**src/rtl/risc_v_pkg.sv**
```systemverilog
// Shared types and constants for the risc_v core front end.
package risc_v_pkg;

  localparam int          ADDRESS_WIDTH_DEF = 32;
  localparam int          DATA_WIDTH_DEF    = 32;
  localparam logic [31:0] RESET_PC_DEF      = 32'h0000_0000;
  localparam logic [31:0] NOP_INSTR         = 32'h0000_0013;

  typedef enum logic [1:0] {
    FETCH = 2'd0,
    KILL  = 2'd1,
    HOLD  = 2'd2
  } fetch_state_t;

endpackage

```
**src/rtl/if_id_reg.sv**
```systemverilog
// IF/ID pipeline register: flush beats stall beats load; otherwise a bubble.
module if_id_reg
  import risc_v_pkg::*;
#(
  parameter int ADDRESS_WIDTH = ADDRESS_WIDTH_DEF,
  parameter int DATA_WIDTH    = DATA_WIDTH_DEF
) (
  input  logic                     clk,
  input  logic                     rst,
  input  logic                     stall,
  input  logic                     flush,
  input  logic                     load,
  input  logic [DATA_WIDTH-1:0]    instr,
  input  logic [ADDRESS_WIDTH-1:0] pc,
  output logic [DATA_WIDTH-1:0]    InstrD,
  output logic [ADDRESS_WIDTH-1:0] PCD,
  output logic [ADDRESS_WIDTH-1:0] PCPlus4D,
  output logic                     ValidD
);

  localparam logic [DATA_WIDTH-1:0] NOP = DATA_WIDTH'(NOP_INSTR);

  always_ff @(posedge clk or negedge rst) begin
    if (!rst) begin
      InstrD   <= NOP;
      PCD      <= '0;
      PCPlus4D <= '0;
      ValidD   <= 1'b0;
    end else if (flush) begin
      InstrD   <= NOP;
      PCD      <= '0;
      PCPlus4D <= '0;
      ValidD   <= 1'b0;
    end else if (stall) begin
      InstrD   <= InstrD;
    end else if (load) begin
      InstrD   <= instr;
      PCD      <= pc;
      PCPlus4D <= pc + ADDRESS_WIDTH'(4);
      ValidD   <= 1'b1;
    end else begin
      // Nothing to hand over this edge: decode sees a bubble.
      InstrD   <= NOP;
      PCD      <= '0;
      PCPlus4D <= '0;
      ValidD   <= 1'b0;
    end
  end

endmodule

```
**src/rtl/fetch_stage.sv**
```systemverilog
// Instruction-fetch stage: owns PCF, talks to instruction memory, handles
// redirects and stalls, and feeds the IF/ID register.
module fetch_stage
  import risc_v_pkg::*;
#(
  parameter int                     ADDRESS_WIDTH = ADDRESS_WIDTH_DEF,
  parameter int                     DATA_WIDTH    = DATA_WIDTH_DEF,
  parameter logic [ADDRESS_WIDTH-1:0] RESET_PC    = ADDRESS_WIDTH'(RESET_PC_DEF)
) (
  input  logic                     clk,
  input  logic                     rst,
  input  logic                     StallF,
  input  logic                     StallD,
  input  logic                     FlushD,
  input  logic                     PCSrcE,
  input  logic [ADDRESS_WIDTH-1:0] PCTargetE,
  output logic                     imem_req,
  output logic [ADDRESS_WIDTH-1:0] imem_addr,
  input  logic                     imem_ack,
  input  logic [DATA_WIDTH-1:0]    imem_rdata,
  output logic [DATA_WIDTH-1:0]    InstrD,
  output logic [ADDRESS_WIDTH-1:0] PCD,
  output logic [ADDRESS_WIDTH-1:0] PCPlus4D,
  output logic                     ValidD,
  output logic                     FetchBusy,
  output fetch_state_t             state_dbg
);

  // Memory handshake: imem_req is held with imem_addr stable until the memory
  // raises imem_ack; a word is transferred on every edge where req & ack are
  // both high (ack may come in the same cycle req rises). Dropping req
  // without ack (reset) abandons the request.

  fetch_state_t             state;
  logic [ADDRESS_WIDTH-1:0] pcf;
  logic [ADDRESS_WIDTH-1:0] pcf_plus4;
  logic [ADDRESS_WIDTH-1:0] target;
  logic [ADDRESS_WIDTH-1:0] redir_pc;
  logic [DATA_WIDTH-1:0]    hold_buf;
  logic                     hold_valid;
  logic                     ack;
  logic                     deliver;
  logic [DATA_WIDTH-1:0]    deliver_word;

  assign pcf_plus4 = pcf + ADDRESS_WIDTH'(4);
  assign target    = {PCTargetE[ADDRESS_WIDTH-1:2], 2'b00};

  assign imem_req  = rst & (state != HOLD);
  assign imem_addr = pcf;
  assign ack       = imem_req & imem_ack;
  assign FetchBusy = imem_req & ~imem_ack;
  assign state_dbg = state;

  assign deliver      = ~PCSrcE & ~StallF &
                        (((state == FETCH) & ack) | ((state == HOLD) & hold_valid));
  assign deliver_word = (state == HOLD) ? hold_buf : imem_rdata;

  always_ff @(posedge clk or negedge rst) begin
    if (!rst) begin
      state      <= FETCH;
      pcf        <= RESET_PC;
      redir_pc   <= '0;
      hold_buf   <= DATA_WIDTH'(NOP_INSTR);
      hold_valid <= 1'b0;
    end else begin
      case (state)
        FETCH: begin
          if (PCSrcE) begin
            if (ack) begin
              pcf <= target;
            end else begin
              redir_pc <= target;
              state    <= KILL;
            end
          end else if (ack) begin
            if (!StallF) begin
              pcf <= pcf_plus4;
            end else begin
              hold_buf   <= imem_rdata;
              hold_valid <= 1'b1;
              state      <= HOLD;
            end
          end
        end
        KILL: begin
          // The stale request must complete before the new PC can be issued.
          if (PCSrcE) redir_pc <= target;
          if (ack) begin
            pcf   <= PCSrcE ? target : redir_pc;
            state <= FETCH;
          end
        end
        HOLD: begin
          if (PCSrcE) begin
            hold_valid <= 1'b0;
            pcf        <= target;
            state      <= FETCH;
          end else if (!StallF) begin
            hold_valid <= 1'b0;
            pcf        <= pcf_plus4;
            state      <= FETCH;
          end
        end
        default: state <= FETCH;
      endcase
    end
  end

  if_id_reg #(
    .ADDRESS_WIDTH(ADDRESS_WIDTH),
    .DATA_WIDTH   (DATA_WIDTH)
  ) u_if_id (
    .clk     (clk),
    .rst     (rst),
    .stall   (StallD),
    .flush   (FlushD),
    .load    (deliver),
    .instr   (deliver_word),
    .pc      (pcf),
    .InstrD  (InstrD),
    .PCD     (PCD),
    .PCPlus4D(PCPlus4D),
    .ValidD  (ValidD)
  );

endmodule

```
**config.mk**
```make
export PLATFORM = sky130hd
export DESIGN_NAME = fetch_stage
export DESIGN_NICKNAME = d
export VERILOG_FILES = /design/src/rtl/risc_v_pkg.sv /design/src/rtl/if_id_reg.sv /design/src/rtl/fetch_stage.sv
export SDC_FILE = /design/constraint.sdc
export NUM_CORES = 1
export LEC_CHECK = 0
export CORE_MARGIN = 4
export CORE_UTILIZATION = 40
export DETAILED_ROUTE_END_ITERATION = 10
export HOLD_SLACK_MARGIN = 0.12
export PLACE_DENSITY_LB_ADDON = 0.05
export SLEW_MARGIN = 20
export SYNTH_ARGS = -nofsm -noshare
export SYNTH_HDL_FRONTEND = slang
export SYNTH_HIERARCHICAL = 1
export SYNTH_SLANG_ARGS = --single-unit
```
**constraint.sdc**
```tcl
create_clock -name clk -period 3.2 [get_ports clk]
set_clock_uncertainty 0.15 [all_clocks]
set_input_delay 0.48 -clock clk [delete_from_list [all_inputs] [get_ports clk]]
set_output_delay 0.48 -clock clk [all_outputs]
set_load 0.005 [all_outputs]
```
After elaboration in Yosys (flattened, before gate mapping). Index checks and enable logic that the tools add are counted.

Bits of input ports: 71. Output and inout bits: 133. Bits in registers: 196.

Reduce and logical (&&, ||, !) cells: 9. Muxes and demuxes: 38. Bitwise gates (word level): 11. Equality and inequality tests: 14. Add/subtract/negate cells: 1.

Operator list (count): two-way mux 32 bit (19); case mux 32 bit (3 select lines) (1); case mux 32 bit (2 select lines) (1); adder 32 x 3 -> 32 bit, second input constant (1); two-way mux 2 bit (7); != test 2 bit, second input constant (7); != test 3 bit, second input constant (4); AND reduction 5 bit (2); two-way mux 1 bit (8); bitwise AND 1 bit (7); case mux 2 bit (3 select lines) (1); AND reduction 3 bit (2); AND reduction 4 bit (1); nonzero test 2 bit (2); NOT 1 bit (3); nonzero test 3 bit (1); equality test 2 x 1 -> 1 bit, second input constant (1); equality test 2 bit, second input constant (1); logical NOT 2 bit (1); != test 2 x 1 -> 1 bit, second input constant (1); case mux 1 bit (2 select lines) (1); OR 1 bit (1).

Depth between registers and ports, before layout. Gate-level depths: netlist (run 1).

Depth in word-level cells: 9. Mapped depth: 9. Depth with buffers taken out: 6.

Hierarchy. The synthesis (run 1) kept the hierarchy.

Modules (own cells, without submodules): fetch_stage (area each 5559.1 um2, cells an instance 531, instances 1, sequential area each 2481.1 um2); if_id_reg (area each 3962.6 um2, cells an instance 325, instances 1, sequential area each 2381.0 um2).

Least setup slack after synthesis (run 1). Ideal clock, no wire load.

Path kind: input to register. Start: in PCSrcE. End: reg u_if_id.PCD[17]. Setup slack: 0.410 ns. Buffers on the path: 6. Stages: 9. Data arrival time: 2.574 ns. Cell sequence: clkbuf_1 -> clkbuf_1 -> clkbuf_1 -> clkbuf_1 -> nor4_1 -> nor3b_1 -> clkbuf_1 -> clkbuf_1 -> a22o_1.

Word-level cells in the longest chain between the ends: 6.

RTL lines: from (decl) (line fetch_stage.sv:15) `input logic PCSrcE,`; NOT 1 bit (no source line); bitwise AND 1 bit (2 in series) (line fetch_stage.sv:54) `assign deliver = ~PCSrcE & ~StallF &`; net deliver (line fetch_stage.sv:42) `logic deliver;`; two-way mux 32 bit (line if_id_reg.sv:36) `end else if (load) begin`; two-way mux 32 bit (line if_id_reg.sv:34) `end else if (stall) begin`; two-way mux 32 bit (line if_id_reg.sv:29) `end else if (flush) begin`; to (signal assigned) (line if_id_reg.sv:38) `PCD <= pc;`; to (decl) (line if_id_reg.sv:16) `output logic [ADDRESS_WIDTH-1:0] PCD,`.

The timed path passes the listed nets, and every way through them passes these cells. The select of a mux whose other input is x is not followed. A chain may end at the register's enable or synchronous reset.

Final worst setup path (run 1).
Start: in rst. End: reg u_if_id.PCD[6].

Word-level cells in the longest chain between the ends: 8.

RTL lines: from (decl) (line fetch_stage.sv:11) `input logic rst,`; bitwise AND 1 bit (line fetch_stage.sv:48) `assign imem_req = rst & (state != HOLD);`; bitwise AND 1 bit (line fetch_stage.sv:50) `assign ack = imem_req & imem_ack;`; bitwise AND 1 bit (line fetch_stage.sv:55) `(((state == FETCH) & ack) | ((state == HOLD) & hold_valid));`; OR 1 bit (line fetch_stage.sv:55); bitwise AND 1 bit (line fetch_stage.sv:54); net deliver (line fetch_stage.sv:42); two-way mux 32 bit (line if_id_reg.sv:36); two-way mux 32 bit (line if_id_reg.sv:34); two-way mux 32 bit (line if_id_reg.sv:29).

The timed path passes the listed nets, and every way through them passes these cells. The select of a mux whose other input is x is not followed.

==> results of run 1 <==
-- final cells by class --
| type | instances | area, um^2 | area share [%] |
|---|---|---|---|
| Multi-Input combinational cell | 584 | 4350 | 34.5 |
| Clock buffer | 17 | 425 | 3.37 |
| Tap cell | 319 | 399 | 3.17 |
| Sequential cell | 194 | 4860 | 38.6 |
| Clock inverter | 15 | 171 | 1.36 |
| Timing Repair Buffer | 242 | 2360 | 18.7 |
| Inverter | 10 | 37.5 | 0.298 |
-- kinds of logic after synthesis --
group / count (synthesis)
AND/OR/NAND/NOR: 242
AO/OA/AOI/OAI: 208
flip-flops: 194
multiplexers: 101
buffers and inverters: 78
XOR/XNOR: 31
adder cells (fa/ha/maj): 2
-- synth_stat cells, types with 5 or more instances --
master     instances  share of area [%]
dfrtp_1          188                 49
mux2_2            95                 11
nand2_1           73                2.9
a22o_1            67                6.2
clkbuf_1          51                2.0
o21ai_0           43                2.3
nand4_1           28                1.8
a21oi_1           25                1.3
nor2_1            24               0.95
nand3_1           21                1.1
nand2b_1          16                1.1
xnor2_1           16                1.5
o211ai_1          15                1.2
xor2_1            15                1.4
nor3_1            11               0.58
inv_1             10               0.39
nor4_1            10               0.66
a31oi_1            8               0.53
and2_1             7               0.46
nor2b_1            7               0.46
or3_1              7               0.46
buf_2              6               0.32
dfstp_2            6                1.7
mux2i_1            6               0.63
and3_1             5               0.33
buf_1              5               0.20
o22a_1             5               0.46
o2bb2ai_1          5               0.46
o311ai_0           5               0.46
or4_1              5               0.39
-- per-layer routing --
| metal | vias to the layer above | part of all wire, % | track usage (%) |
|---|---|---|---|
| li1 | 3576 | - | - |
| met1 | 3824 | 47 | 31.2 |
| met2 | 251 | 45 | 31.1 |
| met3 | 39 | 6.0 | 3.98 |
| met4 | 0 | 2.1 | 6.61 |
| met5 | - | 0 | 0 |
-- metrics by stage --
| step | std cells | utilization [%] |
|---|---|---|
| finish | 1381 | 53.7 |
| global route | 1381 | 53.7 |
| CTS | 1381 | 53.7 |
| detailed placement | 1348 | 51.1 |
| global placement | 1348 | 51.1 |
| floorplan | 856 | - |
-- what timing repair did --
item,4_1_cts,5_1_grt
hold endpoints to repair,53,0
hold buffers,1,0
setup buffers,0,0
setup endpoints to repair,0,0
-- placed cells by master (no fill, tap or decap), types with 5 or more instances in the layout --
cell type,instances
clkbuf_16,17
nand2b_1,15
a21oi_1,25
a22o_1,67
o21ai_0,43
nand2_1,73
nand4_1,28
and2_1,7
inv_1,10
o2bb2ai_1,5
a31oi_1,8
nor3_1,11
o211ai_1,15
xor2_1,15
nor4_1,10
and3_1,5
buf_4,36
nor2_1,24
nand3_1,21
clkdlybuf4s50_1,199
o22a_1,5
mux2i_1,6
or3_1,7
xnor2_1,16
dfrtp_1,188
nor2b_1,6
o311ai_0,5
dfstp_2,6
mux2_2,95
or4_1,5
-- final timing paths --
kind                                               endpoint  slack, ns  cells after the start
min reg2reg                      u_if_id/PCD[9]$_DFFE_PN0P_       0.33                      2
min in group asynchronous          imem_addr[0]$_DFFE_PN0P_       0.31                      2
min                                imem_addr[1]$_DFFE_PN0P_       0.15                      2
max reg2reg                       imem_addr[28]$_DFFE_PN0P_       0.65                      4
max in group asynchronous  u_if_id/PCPlus4D[20]$_DFFE_PN0P_       1.03                      4
max                              u_if_id/PCD[6]$_DFFE_PN0P_       0.50                      9
-- flip-flops by register name, indices dropped and copies added, names as in the netlist --
name	flops
u_if_id/ValidD	1
state_dbg	2
hold_buf	32
imem_addr	32
u_if_id/PCD	32
redir_pc	32
u_if_id/InstrD	32
hold_valid	1
u_if_id/PCPlus4D	30
-- critical path, stage by stage --
cell	delay, ns
dlygate4sd3_1	0.58
clkbuf_8	0.17
nand2_1	0.07
nor2_1	0.26
a21oi_1	0.07
nor4_1	0.38
nor3b_2	0.38
buf_4	0.34
a22o_1	0.18
-- power groups by stage --
stage	registers [uW]	logic, uW	clock network, uW
floorplan	3100	817	0
global placement	3130	1620	0
detailed placement	3140	1630	0
CTS	3090	1640	2230
global route	3150	1770	2320
finish	3100	1630	2170
==> impl_metrics.yaml, run 1 <==
setup_path:
  startpoint: "rst"
  required_ns: 3.42
  start_kind: "primary input"
  r2r_start: "imem_addr[12]$_DFFE_PN0P_"
  critPathKind: "primary input to flop"
  path_max_fanout: 22
  endpoint_kind: "flop"
  critical_path_arrival_ns: 2.93
clocking:
  worst_skew_pair.late_latency_ns: 0.44
  clkTransAtPathRegs_ns: 0.08
  clkSinkCount: 194
  cts_tree: "yes"
  clockBufferDepth: 2
  cts-root-buf: "clkbuf_16"
  cts_max_level: 4
  cts_resized: 0
  numCtsBuffers: 17
die:
  start_util_pct: 40.6
  core-area_mm2: 0.0235
  die_y_um: 162
  die-area_mm2: 0.0263
  fp-row-count: 56
  die_w_um: 162
  ios: 204
pwr:
  power.switching_uw: 2220
  p_int_uw: 4670
  total_power_uw: 6890
  seq_power_share_pct: 45.0
  p_per_area_mw_per_mm2: 546
  irDropWorstVdd_mv: 0.374
  p_leak_uw: 0.00518
  power.share.switching_pct: 32.3
  clkPwrFrac_pct: 31.4
  combPwrFrac_pct: 23.6
detailed_routing:
  firstDrtPassIters: 5
  viasPerCell: 5.57
  drc_errors: 0
  wire_per_inst_um: 20.1
  wl_mm: 27.7
  detail-route-antenna-nets: 0
  drtIter0Drc: 561
  vias: 7690
global_route:
  grt_max_degree: 85
  grt_pass1_vias: 7498
  antenna_found_initial: 0
  grt_use_total_pct: 21.0
  grt_pass1_wl_mm: 43.9
  grt.overflow.total: 0
logic_synthesis:
  synth_edf_count: 0
  ys_seq_area_share_pct: 51.1
  syn_area_per_cell_um2: 11.1
  synth-adder-area-share_pct: 0.263
  syn_inst: 856
  synth_flop_cell: "dfrtp_1"
  synth_compound_area_share_pct: 15.9
  synth_top_family_by_area: "compound AO/OA/AOI/OAI gates"
  synthDistinctLibCells: 72
  synthSimpleGateAreaFrac_pct: 14.6
  async_reset_ff_share_pct: 100
  syn_area_mm2: 0.00952
  syn-num-nets: 929
  synth-xor-area-share_pct: 2.85
  ys_seq_elements: 194
  muxShareOfSynthArea_pct: 11.9
  yosys_warnings: 6
place:
  dpl_cell_area_mm2: 0.0120
  pre_cts_slack_ns: 0.294
  place_hpwl_mm: 19.2
  numPortBuffers: 201
  gp_congestion: 0.801
sta:
  post-route-period-util_pct: 84.5
  hold_violations: 0
  setup_violations: 0
  worstMarginPinSlew_ns: 0.798
  slew_violations: 0
  fmax_mhz: 370
  worst_slack_ns: 0.497
  layout_min_cycle_time_ns: 2.70
  setup_tns_ns: 0
  hold_ws_ns: 0.154
  rsz0062_at_grt: "false"
  max-slew-margin-rel_pct: 46.8
min_path:
  hp-start: "PCSrcE"
  min_path_type: "primary input to flop"
finish:
  antenna-diode-count: 0
  fill_cells: 2064
  fin_nets: 1122
  final_layout_size_suffix_gt1_share_pct: 18.8
  syn_to_final_growth_pct: 32.4
  design_area_mm2: 0.0126
job:
  maxCapViolCount: 0
status:
  outcome: "finished, final reports clean"
Note: power is estimated with default switching activity, not from simulation.
==> run 2: changes to the inputs <==
clock period = 2.5 ns   (was 3.2 ns; I/O delays follow)
==> impl_metrics.yaml, run 2 (synthesized netlist as in run 1, its figures left out) <==
sta:
  worst_slack_ns: 0.157
  layout_min_cycle_time_ns: 2.34
  worstMarginPinSlew_ns: 0.905
  fmax_mhz: 427
  rsz0062_at_grt: "false"
  setup_violations: 0
  hold_violations: 0
  max-slew-margin-rel_pct: 39.5
  post-route-period-util_pct: 93.7
  slew_violations: 0
detailed_routing:
  viasPerCell: 5.42
  drtIter0Drc: 447
  wl_mm: 28.4
  detail-route-antenna-nets: 0
  drc_errors: 0
  firstDrtPassIters: 5
  vias: 7745
  wire_per_inst_um: 19.9
pwr:
  irDropWorstVdd_mv: 0.386
  p_leak_uw: 0.00544
  p_per_area_mw_per_mm2: 688
setup_path:
  start_kind: "flop"
  path_max_fanout: 9
  rrSetupSlack_ns: 0.24
  endpoint_kind: "primary output"
  critical_path_arrival_ns: 1.82
  cpLargestDelayFamily: "buffers and inverters"
  r2r_cells: 4
  worst-path-buf-inv: 2
  r2r_start: "imem_addr[12]$_DFFE_PN0P_"
  worstPathCellList: "buf_4, nand2b_2, and2_1, clkdlybuf4s50_1"
  slowest_stage: "clkdlybuf4s50_1"
  required_ns: 1.98
  r2r_end: "imem_addr[28]$_DFFE_PN0P_"
  critPathKind: "flop to primary output"
  crit_path_max_incr_delay_ns: 0.46
global_route:
  grt_pass1_vias: 7740
  grt_pass1_wl_mm: 45.5
  grtUsageMet1_pct: 32.1
  busiest_layer: "met2"
  use_met3_pct: 3.63
  met2_usage_pct: 33.8
  grt_max_degree: 84
  grt_use_total_pct: 21.8
  grt.overflow.total: 0
  antenna_found_initial: 0
finish:
  regArea_mm2: 0.00486
  final_util_pct: 55.4
  syn_to_final_growth_pct: 36.6
  final_cells: 1429
  antenna-diode-count: 0
  fill_cells: 2075
  fin_nets: 1170
  most-common-layout-cells: "clkdlybuf4s50_1, dfrtp_1, mux2_2"
  multi_input_area_mm2: 0.00436
  layout_commonest_cell: "clkdlybuf4s50_1"
  final_layout_size_suffix_gt1_share_pct: 22.4
die:
  die_y_um: 162
  core-area_mm2: 0.0235
  die_w_um: 162
  fp-row-count: 56
  ios: 204
  start_util_pct: 40.6
  die-area_mm2: 0.0263
min_path:
  worstHoldEndpoint: "imem_addr[0]$_DFFE_PN0P_"
  min_path_type: "primary input to flop"
  hp-start: "PCSrcE"
  holdPathStages: 2
job:
  maxCapViolCount: 0
place:
  pre_cts_slack_ns: -0.129
  numPortBuffers: 201
  dp_cells: 1395
  gp_congestion: 0.866
  place_hpwl_mm: 20.4
clocking:
  clockBufferDepth: 2
  cts_max_level: 4
  numCtsBuffers: 17
  worst_skew_pair.late_latency_ns: 0.44
  cts_tree: "yes"
  clkSinkCount: 194
  clkTransAtPathRegs_ns: 0.07
  cts-root-buf: "clkbuf_16"
status:
  outcome: "finished, final reports clean"
## run 2: changes by cell type in the layout (fill, tap and decap cells not counted), moves of 2 or more
cell and change:
buf_4 +44, clkinv_8 -2, buf_12 +4, clkinv_4 +2, clkbuf_8 +2
## run 2: metal layers
layer / routed length (um) / share of wire, %
met5: 0 / 0
met1: 13400 / 47
met2: 13200 / 46
met3: 1500 / 5.3
met4: 333 / 1.2
## run 2: per-stage QoR
stage	cell area (um^2)	power (uW)	setup TNS, ns	hold slack [ns]
after detailed placement	12400	6330	-2.61	0.319
after global routing	13000	9430	0	0.177
after floorplan	9530	5010	0	-0.0706
after CTS	13000	9040	0	0.149
final	13000	8950	0	0.167
after global placement	12400	6290	-0.122	0.312
## run 2: worst max path at each step
stage                                   from                          endpoint  slack (ns)  depth (start not counted)
floorplan                             PCSrcE  u_if_id/PCPlus4D[19]$_DFFE_PN0P_        0.07                          9
global placement                    imem_ack  u_if_id/PCPlus4D[13]$_DFFE_PN0P_       -0.01                          9
detailed placement                  imem_ack  u_if_id/PCPlus4D[30]$_DFFE_PN0P_       -0.13                          9
CTS                 state_dbg[0]$_DFFE_PN0P_                         FetchBusy        0.06                          5
global route                             rst  u_if_id/PCPlus4D[19]$_DFFE_PN0P_        0.06                         10
finish              state_dbg[0]$_DFFE_PN0P_                          imem_req        0.16                          4
## run 2: worst register-to-register path, delay by kind of cell, from the launching register on
kind | cells | cell delay (ns)
AOI/OAI and AO/OA | 1 | 0.41
and+or+nand+nor | 3 | 1.06
DFF | 1 | 0.50
## run 2: area by class of cell
class | instances | area share [%]
Clock buffer | 19 | 3.48
Tap cell | 319 | 3.07
Multi-Input combinational cell | 584 | 33.5
Inverter | 10 | 0.289
Timing Repair Buffer | 290 | 21.3
Clock inverter | 13 | 0.904
Sequential cell | 194 | 37.4
## run 2: power breakdown
part / switching, uW / leakage [uW] / total [uW] / internal, uW
Clock: 1310 / 0.000278 / 2680 / 1370
Sequential: 293 / 0.00249 / 3800 / 3510
Combinational: 1270 / 0.00266 / 2460 / 1200
## run 2: what timing repair did
item	4_1_cts	5_1_grt
buffers inserted	1	0
pin swaps	0	0
hold buffers	1	0
setup endpoints to repair	1	22
hold endpoints to repair	131	0
resized for setup	0	3
==> run 3: changes to the inputs <==
clock period = 2.1 ns   (was 2.5 ns; I/O delays follow)
==> impl_metrics.yaml, run 3 (synthesized netlist as in run 1, its figures left out) <==
status:
  outcome: "complete, but fails checks"
  failed_checks: "setup timing"
die:
  die_y_um: 162
  start_util_pct: 40.6
  ios: 204
  core-area_mm2: 0.0235
  fp-row-count: 56
  die-area_mm2: 0.0263
  die_w_um: 162
sta:
  worstMarginPinSlew_ns: 0.970
  setup_tns_ns: -0.0227
  setup_violations: 3
  worst_slack_ns: -0.0119
  hold_violations: 0
  fmax_mhz: 474
  rsz0062_at_grt: "true"
  slew_violations: 0
  layout_min_cycle_time_ns: 2.11
  max-slew-margin-rel_pct: 35.3
  post-route-period-util_pct: 101
setup_path:
  critical_path_arrival_ns: 2.33
  required_ns: 2.32
  start_kind: "flop"
  crit_path_max_incr_delay_ns: 0.41
  endpoint_kind: "flop"
  cpMostUsedCell: "buf_6"
  cpLargestDelayFamily: "buffers and inverters"
  critPathKind: "flop to flop"
  slowest_stage: "dfrtp_1"
  startpoint: "state_dbg[1]$_DFFE_PN0P_"
  r2r_start: "state_dbg[1]$_DFFE_PN0P_"
  worst-path-buf-inv: 5
  path_max_fanout: 5
  worstPathCellList: "buf_6, nor2_4, a21oi_2, nor4_2, buf_4, buf_6, nor3b_4, buf_6, clkbuf_16, a22o_1"
  r2r_cells: 10
  cp.depth: 10
pwr:
  irDropWorstVdd_mv: 0.534
  p_int_uw: 7790
  clkPwrFrac_pct: 31.7
  p_leak_uw: 0.00579
  combPwrFrac_pct: 29.0
  seq_power_share_pct: 39.4
  power.switching_uw: 3650
  power.share.switching_pct: 31.9
  p_per_area_mw_per_mm2: 831
clocking:
  cts_max_level: 4
  clkTransAtPathRegs_ns: 0.07
  cts-root-buf: "clkbuf_16"
  clockBufferDepth: 2
  numCtsBuffers: 17
  cts_tree: "yes"
  clkSinkCount: 194
  worst_skew_pair.late_latency_ns: 0.44
detailed_routing:
  viasPerCell: 5.48
  drc_errors: 0
  vias: 8142
  detail-route-antenna-nets: 0
  wire_per_inst_um: 20.3
  drtIter0Drc: 636
  wl_mm: 30.1
  firstDrtPassIters: 5
finish:
  final_util_pct: 58.6
  fin_nets: 1226
  final_cells: 1485
  antenna-diode-count: 0
  most-common-layout-cells: "clkdlybuf4s50_1, dfrtp_1, buf_4"
  syn_to_final_growth_pct: 44.4
  final_layout_size_suffix_gt1_share_pct: 28.6
  layout_commonest_cell: "clkdlybuf4s50_1"
min_path:
  hp-start: "PCSrcE"
  min_path_type: "primary input to flop"
  holdPathStages: 3
place:
  gp_congestion: 0.861
  place_hpwl_mm: 20.9
  dp_cells: 1425
  numPortBuffers: 201
global_route:
  antenna_found_initial: 0
  grt_pass1_vias: 7854
  grt.overflow.total: 0
  grt_max_degree: 176
  grt_pass1_wl_mm: 46.2
  grt_use_total_pct: 22.2
job:
  maxCapViolCount: 0
run 3: area by class of cell:
cell class,count,area [um^2]
Multi-Input combinational cell,585,4470
Inverter,10,37.5
Sequential cell,194,4880
Clock buffer,17,425
Fill cell,2022,9720
Tap cell,319,399
Timing Repair Buffer,345,3310
Clock inverter,15,228
run 3: layer usage:
| layer | up-vias | routed length (um) | GRT usage [%] |
|---|---|---|---|
| li1 | 3780 | - | - |
| met1 | 4018 | 14100 | 33.7 |
| met2 | 306 | 13600 | 32.7 |
| met3 | 38 | 1950 | 4.64 |
| met4 | 0 | 450 | 4.92 |
| met5 | - | 0 | 0 |
run 3: worst paths after layout:
kind / endpoint / slack (ns)
worst min register to register: u_if_id/ValidD$_DFFE_PN0P_ / 0.33
worst max register to register: u_if_id/PCD[15]$_DFFE_PN0P_ / -0.01
max in group asynchronous: imem_addr[24]$_DFFE_PN0P_ / 0.42
worst max-delay path: u_if_id/PCD[15]$_DFFE_PN0P_ / -0.01
min in group asynchronous: redir_pc[1]$_DFFE_PN0P_ / 0.38
worst min-delay path: imem_addr[0]$_DFFE_PN0P_ / 0.14
run 3: worst reg2reg max path, cell delays in order (launching register included):
cell	delay (ns)
dfrtp_1	0.41
buf_6	0.14
nor2_4	0.11
a21oi_2	0.04
nor4_2	0.14
buf_4	0.16
buf_6	0.08
nor3b_4	0.32
buf_6	0.20
clkbuf_16	0.15
a22o_1	0.14
run 3: timing repair:
action / 4_1_cts / 5_1_grt
cloned: 0 / 4
hold buffers: 1 / 0
setup buffers: 5 / 18
endpoints found under the hold margin: 188 / 0
setup endpoints to repair: 63 / 102
pin swaps: 1 / 9
resized for setup: 13 / 39
run 3: power by group through the flow:
stage	Sequential (uW)	Clock, uW	Combinational, uW
after floorplan	4740	0	1280
after detailed placement	4590	0	3110
after CTS	4510	3710	3160
final	4500	3620	3310
after global placement	4570	0	3100
after global routing	4560	3860	3580
run 3: through the flow:
stage	hold slack [ns]	setup WS, ns	total power [uW]	cell area [um^2]
floorplan	-0.131	-0.0272	6010	9700
global placement	0.205	-0.335	7660	12700
detailed placement	0.205	-0.428	7700	12700
CTS	0.136	-0.0351	11400	13400
global route	0.155	-0.0763	12000	13800
finish	0.144	-0.0119	11400	13800
==> RTL change: new RTL, config.mk and constraints of run 1 <==
Register the output `state_dbg` once more; this adds one clock of latency there. The other outputs are not delayed to match.
--- a/src/rtl/fetch_stage.sv
+++ b/src/rtl/fetch_stage.sv
@@ -50,5 +50,7 @@
   assign ack       = imem_req & imem_ack;
   assign FetchBusy = imem_req & ~imem_ack;
-  assign state_dbg = state;
+  always_ff @(posedge clk) begin
+    state_dbg <= state;
+  end
 
   assign deliver      = ~PCSrcE & ~StallF &
Formal check against the unedited RTL: not equivalent (a bounded check fails within 4 cycles, from zero or initial values and one cycle with rst low).
==> RTL change against run 1 <==
Sequential share of layout area rose by 0.97 points. Total power fell by 5.1%. Wire length fell by 3.9%. Sequential cell count rose by 2. Worst setup slack got worse by 0.054 ns. Design area fell by 1.6%. Largest cell class unchanged. Combinational power fell by 25%. Synthesized area fell by 2.0%.
==> RTL change: results (changes against run 1) <==
metric	value	unit	change
synth_nets	997		was 929
synth_cell_types	62		was 72
first_iter_violations	486		was 561
grt_pass1_vias	7313		was 7498
place_congestion	0.810		was 0.801
antenna_found_initial	0		unchanged
clk-insertion-delay-late	0.44	ns	about the same
grt_usage	20.5	%	was 21.0%
synth-edff-count	0		unchanged
post_cts_buffers	0		unchanged
layout-drive-gt1-share	13.2	%	was 18.8%
synthTopCellsByCount	dfrtp_1, nand2_1, a22o_1		was dfrtp_1, mux2_2, nand2_1
status	completed		unchanged
drt-total-wl	26.6	mm	was 27.7 mm
cp_data_arrival_time	2.13	ns	was 2.93 ns
synthTopCellsByArea	dfrtp_1, mux2_2, nand2_1, a22o_1, o21ai_0		was dfrtp_1, mux2_2, a22o_1, nand2_1, o21ai_0
cts_max_level	4		unchanged
numPortBuffers	201		unchanged
synthAdderAreaFrac	0.268	%	was 0.263%
antennaDiodeCount	0		unchanged
synthXorXnorAreaFrac	3.00	%	was 2.85%
synth_compound_area_share	15.7	%	was 15.9%
ys.warnings.count	6		unchanged
muxShareOfSynthArea	7.59	%	was 11.9%
clockBufferDepth	2		unchanged
relSlewSlack	38.5	%	was 46.8%
drtPass1Iterations	6		was 5
grt_pass1_wl	42.4	mm	was 43.9 mm
irDropWorstVdd	376	uV	was 374 uV
synth-async-reset-ratio	99.0	%	was 100%
numCtsBuffers	17		unchanged
synth_seq_area_share	52.5	%	was 51.1%
worst-path-max-fanout	17		was 22
nNetsFinal	1186		was 1122
grt_start_max_net_pins	155		was 85
die_w	161	um	was 162 um
clk_pin_slew_worst_paths	0.07	ns	
clock-root-buffer	clkbuf_16		unchanged
dpl.hpwl	18.2	mm	was 19.2 mm
fillers	2086		was 2064
hold_class	in -> reg		unchanged
p_leak	5.31	nW	was 5.18 nW
place_area	11800	sq um	was 12000 sq um
vias	7665		was 7690
## RTL change: final cells by class
cell class	count	area [sq um]	area share, %
clock buffer	19	443	3.57
clock inverter	13	156	1.26
inverter	10	37.5	0.303
multi-input combinational	654	4160	33.5
sequential	196	4900	39.5
tap	313	392	3.16
timing repair buffer	234	2310	18.6
## RTL change: path summary, 6_finish.rpt
check / end / start / slack, ns / cells past startpoint
max: FetchBusy / rst / 0.44 / 5
min: state[1] / PCSrcE / 0.26 / 3
max reg2reg: imem_addr[29] / imem_addr[2] / 0.58 / 5
min reg2reg: u_if_id/ValidD / u_if_id/ValidD / 0.33 / 2
max in group asynchronous: hold_buf[27] / rst / 0.98 / 4
min in group asynchronous: state[0] / rst / 0.36 / 2
## RTL change: cells by family (layout without fill, tap and decap cells)
family | count (synthesis) | after routing
compound gates | 217 | 217
xor+xnor | 32 | 32
fa+ha+maj | 2 | 2
buf+inv | 74 | 276
flops | 196 | 196
mux | 63 | 63
simple gates | 340 | 340
## RTL change: metrics by stage
stage,cells,setup slack (ns),power [mW]
finish,1439,0.443,6.54
floorplan,924,0.538,3.70
CTS,1439,0.426,6.61
global placement,1406,0.365,4.39
global route,1439,0.284,6.88
detailed placement,1406,0.289,4.41
## RTL change: power breakdown
part	total (mW)	switching [mW]	internal, mW
Clock	2.17	1.04	1.14
Sequential	3.14	0.390	2.75
Combinational	1.22	0.567	0.653
Total	6.54	1.99	4.54
## RTL change: worst max-delay path, cell delays in order
cell,delay (ns)
dlygate4sd3_1,0.58
clkbuf_8,0.23
and2_1,0.16
nor2b_1,0.13
clkdlybuf4s50_1,0.53
## RTL change: metal layers
layer | wire, um | GRT usage (%) | up-vias
li1 | - | - | 3673
met1 | 13200 | 31.1 | 3767
met2 | 12000 | 30.9 | 203
met3 | 1190 | 3.62 | 22
met4 | 255 | 4.38 | 0
met5 | 0 | 0 | -
## RTL change: repair_timing
item,4_1_cts,5_1_grt
resized for setup,0,0
hold buffers,1,0
endpoints found under the hold margin,34,0
